===== src/rtl/wash_cycle_ctrl.sv =====
// Washing-machine cycle sequencer: Fill, Wash, Rinse, Spin timed by 1 s ticks,
// with coin start, optional double wash and a pause that applies only in Spin.
module wash_cycle_ctrl #(
   parameter int unsigned CNT_W   = 9,
   parameter int unsigned FILL_S  = 120,
   parameter int unsigned WASH_S  = 300,
   parameter int unsigned RINSE_S = 120,
   parameter int unsigned SPIN_S  = 60
) (
   input  logic             Clk,
   input  logic             Rst,
   input  logic             Sec_Tick,
   input  logic             Coin_In,
   input  logic             Double_Wash,
   input  logic             Timer_Pause,
   output logic [2:0]       Phase,
   output logic [CNT_W-1:0] Sec_Remaining,
   output logic             Phase_Start,
   output logic             Wash_Done
);

   typedef enum logic [2:0] {
      S_IDLE  = 3'b000,
      S_FILL  = 3'b001,
      S_WASH  = 3'b010,
      S_RINSE = 3'b011,
      S_SPIN  = 3'b100
   } state_t;

   localparam logic [CNT_W-1:0] FILL_D  = CNT_W'(FILL_S);
   localparam logic [CNT_W-1:0] WASH_D  = CNT_W'(WASH_S);
   localparam logic [CNT_W-1:0] RINSE_D = CNT_W'(RINSE_S);
   localparam logic [CNT_W-1:0] SPIN_D  = CNT_W'(SPIN_S);

   state_t           state_q, state_d;
   logic [CNT_W-1:0] cnt_q, cnt_d;
   logic             dbl_q, dbl_d;
   logic             pass_q, pass_d;
   logic             start_q, start_d;
   logic             done_q, done_d;

   logic [CNT_W-1:0] dur;
   logic             tick_ok;

   always_ff @(posedge Clk or negedge Rst) begin
      if (!Rst) begin
         state_q <= S_IDLE;
         cnt_q   <= '0;
         dbl_q   <= 1'b0;
         pass_q  <= 1'b0;
         start_q <= 1'b0;
         done_q  <= 1'b0;
      end else begin
         state_q <= state_d;
         cnt_q   <= cnt_d;
         dbl_q   <= dbl_d;
         pass_q  <= pass_d;
         start_q <= start_d;
         done_q  <= done_d;
      end
   end

   always_comb begin
      dur = '0;
      case (state_q)
         S_FILL:  dur = FILL_D;
         S_WASH:  dur = WASH_D;
         S_RINSE: dur = RINSE_D;
         S_SPIN:  dur = SPIN_D;
         default: dur = '0;
      endcase
   end

   // Pause only gates the tick while spinning; elsewhere the tick always counts.
   assign tick_ok = Sec_Tick && !((state_q == S_SPIN) && Timer_Pause);

   always_comb begin
      state_d = state_q;
      cnt_d   = cnt_q;
      dbl_d   = dbl_q;
      pass_d  = pass_q;
      start_d = 1'b0;
      done_d  = done_q;
      if (state_q == S_IDLE) begin
         if (Coin_In) begin
            state_d = S_FILL;
            cnt_d   = '0;
            dbl_d   = Double_Wash;
            pass_d  = 1'b0;
            done_d  = 1'b0;
            start_d = 1'b1;
         end
      end else if (tick_ok) begin
         if (cnt_q == dur - CNT_W'(1)) begin
            cnt_d   = '0;
            start_d = 1'b1;
            case (state_q)
               S_FILL:  state_d = S_WASH;
               S_WASH:  state_d = S_RINSE;
               S_RINSE: begin
                  if (dbl_q && !pass_q) begin
                     state_d = S_WASH;
                     pass_d  = 1'b1;
                  end else begin
                     state_d = S_SPIN;
                  end
               end
               S_SPIN: begin
                  state_d = S_IDLE;
                  start_d = 1'b0;
                  done_d  = 1'b1;
               end
               default: state_d = S_IDLE;
            endcase
         end else begin
            cnt_d = cnt_q + CNT_W'(1);
         end
      end
   end

   assign Phase         = state_q;
   assign Sec_Remaining = (state_q == S_IDLE) ? '0 : dur - cnt_q;
   assign Phase_Start   = start_q;
   assign Wash_Done     = done_q;

endmodule


===== config.mk =====
export PLATFORM = sky130hd
export DESIGN_NAME = wash_cycle_ctrl
export DESIGN_NICKNAME = d
export VERILOG_FILES = /design/src/rtl/wash_cycle_ctrl.sv
export SDC_FILE = /design/constraint.sdc
export NUM_CORES = 1
export LEC_CHECK = 0
export ABC_AREA = 1
export CORE_MARGIN = 8
export CORE_UTILIZATION = 48
export CTS_CLUSTER_SIZE = 16
export DETAILED_ROUTE_END_ITERATION = 10
export PLACE_DENSITY_LB_ADDON = 0.25
export SYNTH_ARGS = -nofsm -noshare
export SYNTH_HDL_FRONTEND = slang
export SYNTH_SLANG_ARGS = --single-unit

===== constraint.sdc =====
create_clock -name Clk -period 2.22 [get_ports Clk]
set_input_delay 0.333 -clock Clk [delete_from_list [all_inputs] [get_ports Clk]]
set_output_delay 0.333 -clock Clk [all_outputs]
set_load 0.01 [all_outputs]

* Word level (Yosys, flattened, before mapping)
Index checks and enable logic that the tools add are counted.
** Cells by class
- Add/sub/neg operators :: 3
- Reduce and logical (&&, ||, !) cells :: 17
- Equality and inequality tests :: 6
- Muxes and demuxes :: 27
** Operators with widths (number)
- $mux 9 :: 5
- $pmux 9 s3 :: 1
- $mux 1 :: 15
- $mux 3 :: 5
- $reduce_bool 2->1 :: 5
- $add 9x1->9 const B :: 1
- $eq 9x9->1 :: 1
- $pmux 3 s3 :: 1
- $sub 9x1->9 const B :: 1
- $sub 9x9->9 :: 1
- $eq 3x2->1 const B :: 2
- $reduce_and 5->1 :: 1
- $reduce_and 2->1 :: 2
- $reduce_and 4->1 :: 1
- $eq 3x1->1 const B :: 1
- $eq 3x3->1 const B :: 1
- $logic_and 1x1->1 :: 3
- $logic_not 3->1 :: 1
- $reduce_and 3->1 :: 1
- $logic_not 1->1 :: 2
- $ne 2x2->1 const B :: 1
- $reduce_or 2->1 :: 1
** Word-level totals
- Register bits :: 16
- Output and inout bits :: 14
- Input bits :: 6
- Logic and storage cells :: 59

* Longest topological paths before layout
- Depth in word-level cells :: 8
- Mapped depth :: 15
- Depth with buffers taken out :: 15

* Worst setup path after synthesis
Ideal clock, no wire load.
- Path kind :: register -> output
- Start point :: reg state_q[2] (netlist: Phase[2])
- End point :: out Sec_Remaining[8]
- Slack :: -0.108 ns
- Data required time :: 1.887 ns
- Stages on the path, launching flop included :: 11
- Arrival time :: 1.995 ns
- Path through :: dfrtp_1 > nor2_2 > nand2_2 > nand3_2 > ha_1 > inv_1 > o21bai_1 > a22oi_1 > nand2_1 > xor2_1 > o21ai_0
** On the way
- Word-level cells in the longest chain between the ends :: 5
** Ends and longest elaborated chain
- start: declaration :: line 35 : state_t state_q, state_d;
- start signal: assignment :: line 54 : state_q <= state_d;
- $eq 3x2->1 or $eq 3x1->1 (tied branches) :: line 65 : case (state_q)
- $reduce_or 2->1 (no line)
- $pmux 9 s3 :: line 65
- $sub 9x9->9 :: line 122 : assign Sec_Remaining = (state_q == S_IDLE) ? '0 : dur - cnt_q;
- $mux 9 (*) :: line 122
- end: declaration :: line 17 : output logic [CNT_W-1:0] Sec_Remaining,
Mark *: on every way between the ends. The rest lies on a longest branch, timed or not.

* Final worst setup path
- Start point :: reg state_q[0] (netlist: Phase[0])
- End point :: out Sec_Remaining[8]
The elaborated chain is that of the path after synthesis.

==> results.cfg <==
[run_status]
status = complete, but fails checks
violations = setup timing

[worst_setup_path]
arrival_ns = 2.27
path_cells = nor2_4 -> nand2_4 -> buf_6 -> nand2_4 -> ha_4 -> inv_2 -> o21bai_1 -> a22oi_1 -> nand2_2 -> xor2_2 -> nand3_1 -> o21ai_1 -> buf_2
crit_required_ns = 1.89
cp_slowest_stage_delay_ns = 0.49
cp_max_fo = 4
regToRegSetupSlack_ns = -0.25
path_common_cell = nand2_4
crit_type = reg -> out
cp-start-kind = register
slowest_stage = dfrtp_2
cp-end-kind = primary output

[die]
die_w_um = 68.99
die_h_um = 68.99
num_rows = 19
dieArea_um2 = 4759
coreArea_um2 = 2710
ioPinCount = 20
start_util_pct = 49.72

[detailed_routing]
wl_per_cell_um = 16.21
ant_nets = 0
firstDrtPassIters = 4
drt-total-wl_um = 4978
avgViaCountPerCell = 5.609
vias = 1722
initialDrtViolationCount = 152
drc = 0

[finish]
antenna_cells = 0
ff_latch_area_um2 = 404.1
final_util_pct = 82.36
drive_above_1_share_pct = 41.67
area_growth_pct = 65.65
final_area_um2 = 2232
nFillCells = 163
nets = 291
multi_input_area_um2 = 967.2

[sta]
layout_min_cycle_time_ns = 2.604
slew_headroom_pct = 48.47
drv_slew = 0
fin_ws_ns = -0.3839
timing.hold.ws_ns = 0.4640
fmax_mhz = 384.0
final-setup-viol-count = 21
finalCritPeriodShare_pct = 117.3
fin_skew_ns = 0.008563
hold_violations = 0
rsz0062_at_grt = yes
worst_pin_slew_ns = 0.7706

[synth]
synth.top_cell.area_share_pct = 29.71
yosys.area.top_type = dfrtp_1
syn-num-nets = 206
yosys_warnings = 0
syn_area_per_cell_um2 = 7.018
synth_area_um2 = 1348
ys_ff_latch = 16
yosysUniqueCellTypes = 26
ys_seq_area_share_pct = 29.71
synth_area_leaders = dfrtp_1, nand2_1, ha_1, inv_1, a21oi_1
async_reset_ff_share_pct = 100.0
syn_inst = 192
synth-edff-count = 0
ys.flop_type = dfrtp_1

[clock_tree]
clock_latency_ns = 0.31
clkTransAtPathRegs_ns = 0.11
cts_tree = yes
cts_sinks = 16
cts-root-buf = clkbuf_4
cts_buffers = 3
cts.path.max_buffers = 2
htreeDepth = 1

[global_route]
overflow = 0
antenna_found_initial = 0
grt.total_usage_pct = 21.32
grt_max_degree = 17
grt_pass1_vias = 1770
grt_pass1_wl_um = 7769

[placement]
port_buffers = 19
post-dp-hpwl_um = 3204
placed_area_um2 = 1924
gp_congestion = 0.9274

[min_path]
hp-class = in -> async

[run]
max_cap_violations = 0
==> area by class of cell <==
class / count / area share, %
Tap cell: 31 / 1.738
Clock buffer: 4 / 1.626
Inverter: 31 / 5.437
Sequential cell: 16 / 18.11
Timing Repair Buffer: 82 / 29.76
Multi-Input combinational cell: 143 / 43.33
==> metal layers <==
layer	part of all wire (%)	track usage [%]	routed length, um
met5	0	0	0
met2	53	40.05	2625
met3	5.7	2.423	283
met1	38	21.71	1867
met4	4.1	13.53	202
==> cell usage in the layout, fill, tap and decap left out, types with 2 or more instances in the layout <==
master	Yosys	routed
buf_4	1	58
nand2_1	40	37
inv_1	26	24
nor2_1	16	15
dfrtp_1	16	13
nand3_1	13	12
a21oi_1	14	11
clkdlybuf4s50_1	0	10
o21ai_1	4	9
nand4_1	7	7
xor2_1	7	6
buf_2	0	6
nand2_4	0	5
inv_2	4	5
ha_4	0	5
nor2_4	2	4
nand3_2	4	4
o21ai_0	10	4
buf_6	0	4
dfrtp_2	0	3
nand2_2	5	3
a21oi_2	0	3
nor3_1	4	3
ha_1	8	3
clkbuf_4	0	3
nand3_4	1	2
inv_4	0	2
nor2_2	3	2
dlymetal6s2s_1	0	2
==> cell families (layout without fill, tap and decap cells) <==
kind of cell | after synthesis | after routing | synth area share [%]
xor gates and xnor gates | 8 | 8 | 5.200
DFF | 16 | 16 | 29.71
AOI/OAI and AO/OA | 32 | 32 | 13.37
buffers and inverters | 33 | 117 | 9.470
and+or+nand+nor | 95 | 95 | 34.82
adders and majority gates | 8 | 8 | 7.428
==> metrics by stage <==
| stage | TNS (ns) | worst slack [ns] | cells |
|---|---|---|---|
| 2_1_floorplan | 0 | 0.003907 | 192 |
| 3_3_place_gp | -2.269 | -0.4585 | 286 |
| 3_5_place_dp | -3.376 | -0.5939 | 286 |
| 4_1_cts | -2.733 | -0.3690 | 298 |
| 5_1_grt | -6.798 | -0.4923 | 307 |
| 6_report | -4.485 | -0.3839 | 307 |
==> cells in the mapped netlist (2+ instances only) <==
cell	number
o21ai_0	10
nand2_1	40
nor3_1	4
inv_1	26
nor2_2	3
o21ai_1	4
dfrtp_1	16
ha_1	8
nand4_1	7
nor2_4	2
a21oi_1	14
inv_2	4
nor2_1	16
nand3_1	13
nand2_2	5
nand3_2	4
xor2_1	7
==> path summary, 6_finish.rpt <==
check / start / end / depth (start not counted)
setup / recovery: Phase[0]$_DFFE_PN0P_ / Sec_Remaining[8] / 13
hold / removal: Rst / cnt_q[3]$_DFFE_PN0P_ / 1
setup reg to reg: Phase[0]$_DFFE_PN0P_ / Phase[2]$_DFFE_PN0P_ / 15
hold reg to reg: dbl_q$_DFFE_PN0P_ / dbl_q$_DFFE_PN0P_ / 2
max in group asynchronous: Rst / Phase[1]$_DFFE_PN0P_ / 1
min in group Clk: dbl_q$_DFFE_PN0P_ / dbl_q$_DFFE_PN0P_ / 2
==> what timing repair did <==
action | in CTS | in global routing
pin swaps | 11 | 11
setup buffers | 8 | 9
hold buffers | 0 | 0
setup endpoints to repair | 21 | 24
gates resized for setup | 44 | 19
==> state kept, by name, summed over array words and instances (netlist names) <==
signal,cells
cnt_q,9
Phase,3
Phase_Start,1
Wash_Done,1
dbl_q,1
pass_q,1
==> worst max-delay path, delay by kind of cell, from the launching register on <==
kind                       cells  cell delay (ns)
and+or+nand+nor                5             0.52
DFF                            1             0.49
AOI/OAI and AO/OA              3             0.32
xor gates and xnor gates       1             0.18
buffers and inverters          3             0.32
adders and majority gates      1             0.13
Power is not shown: default switching activity piles up to over one toggle a cycle in this logic, so the estimate is an artifact.
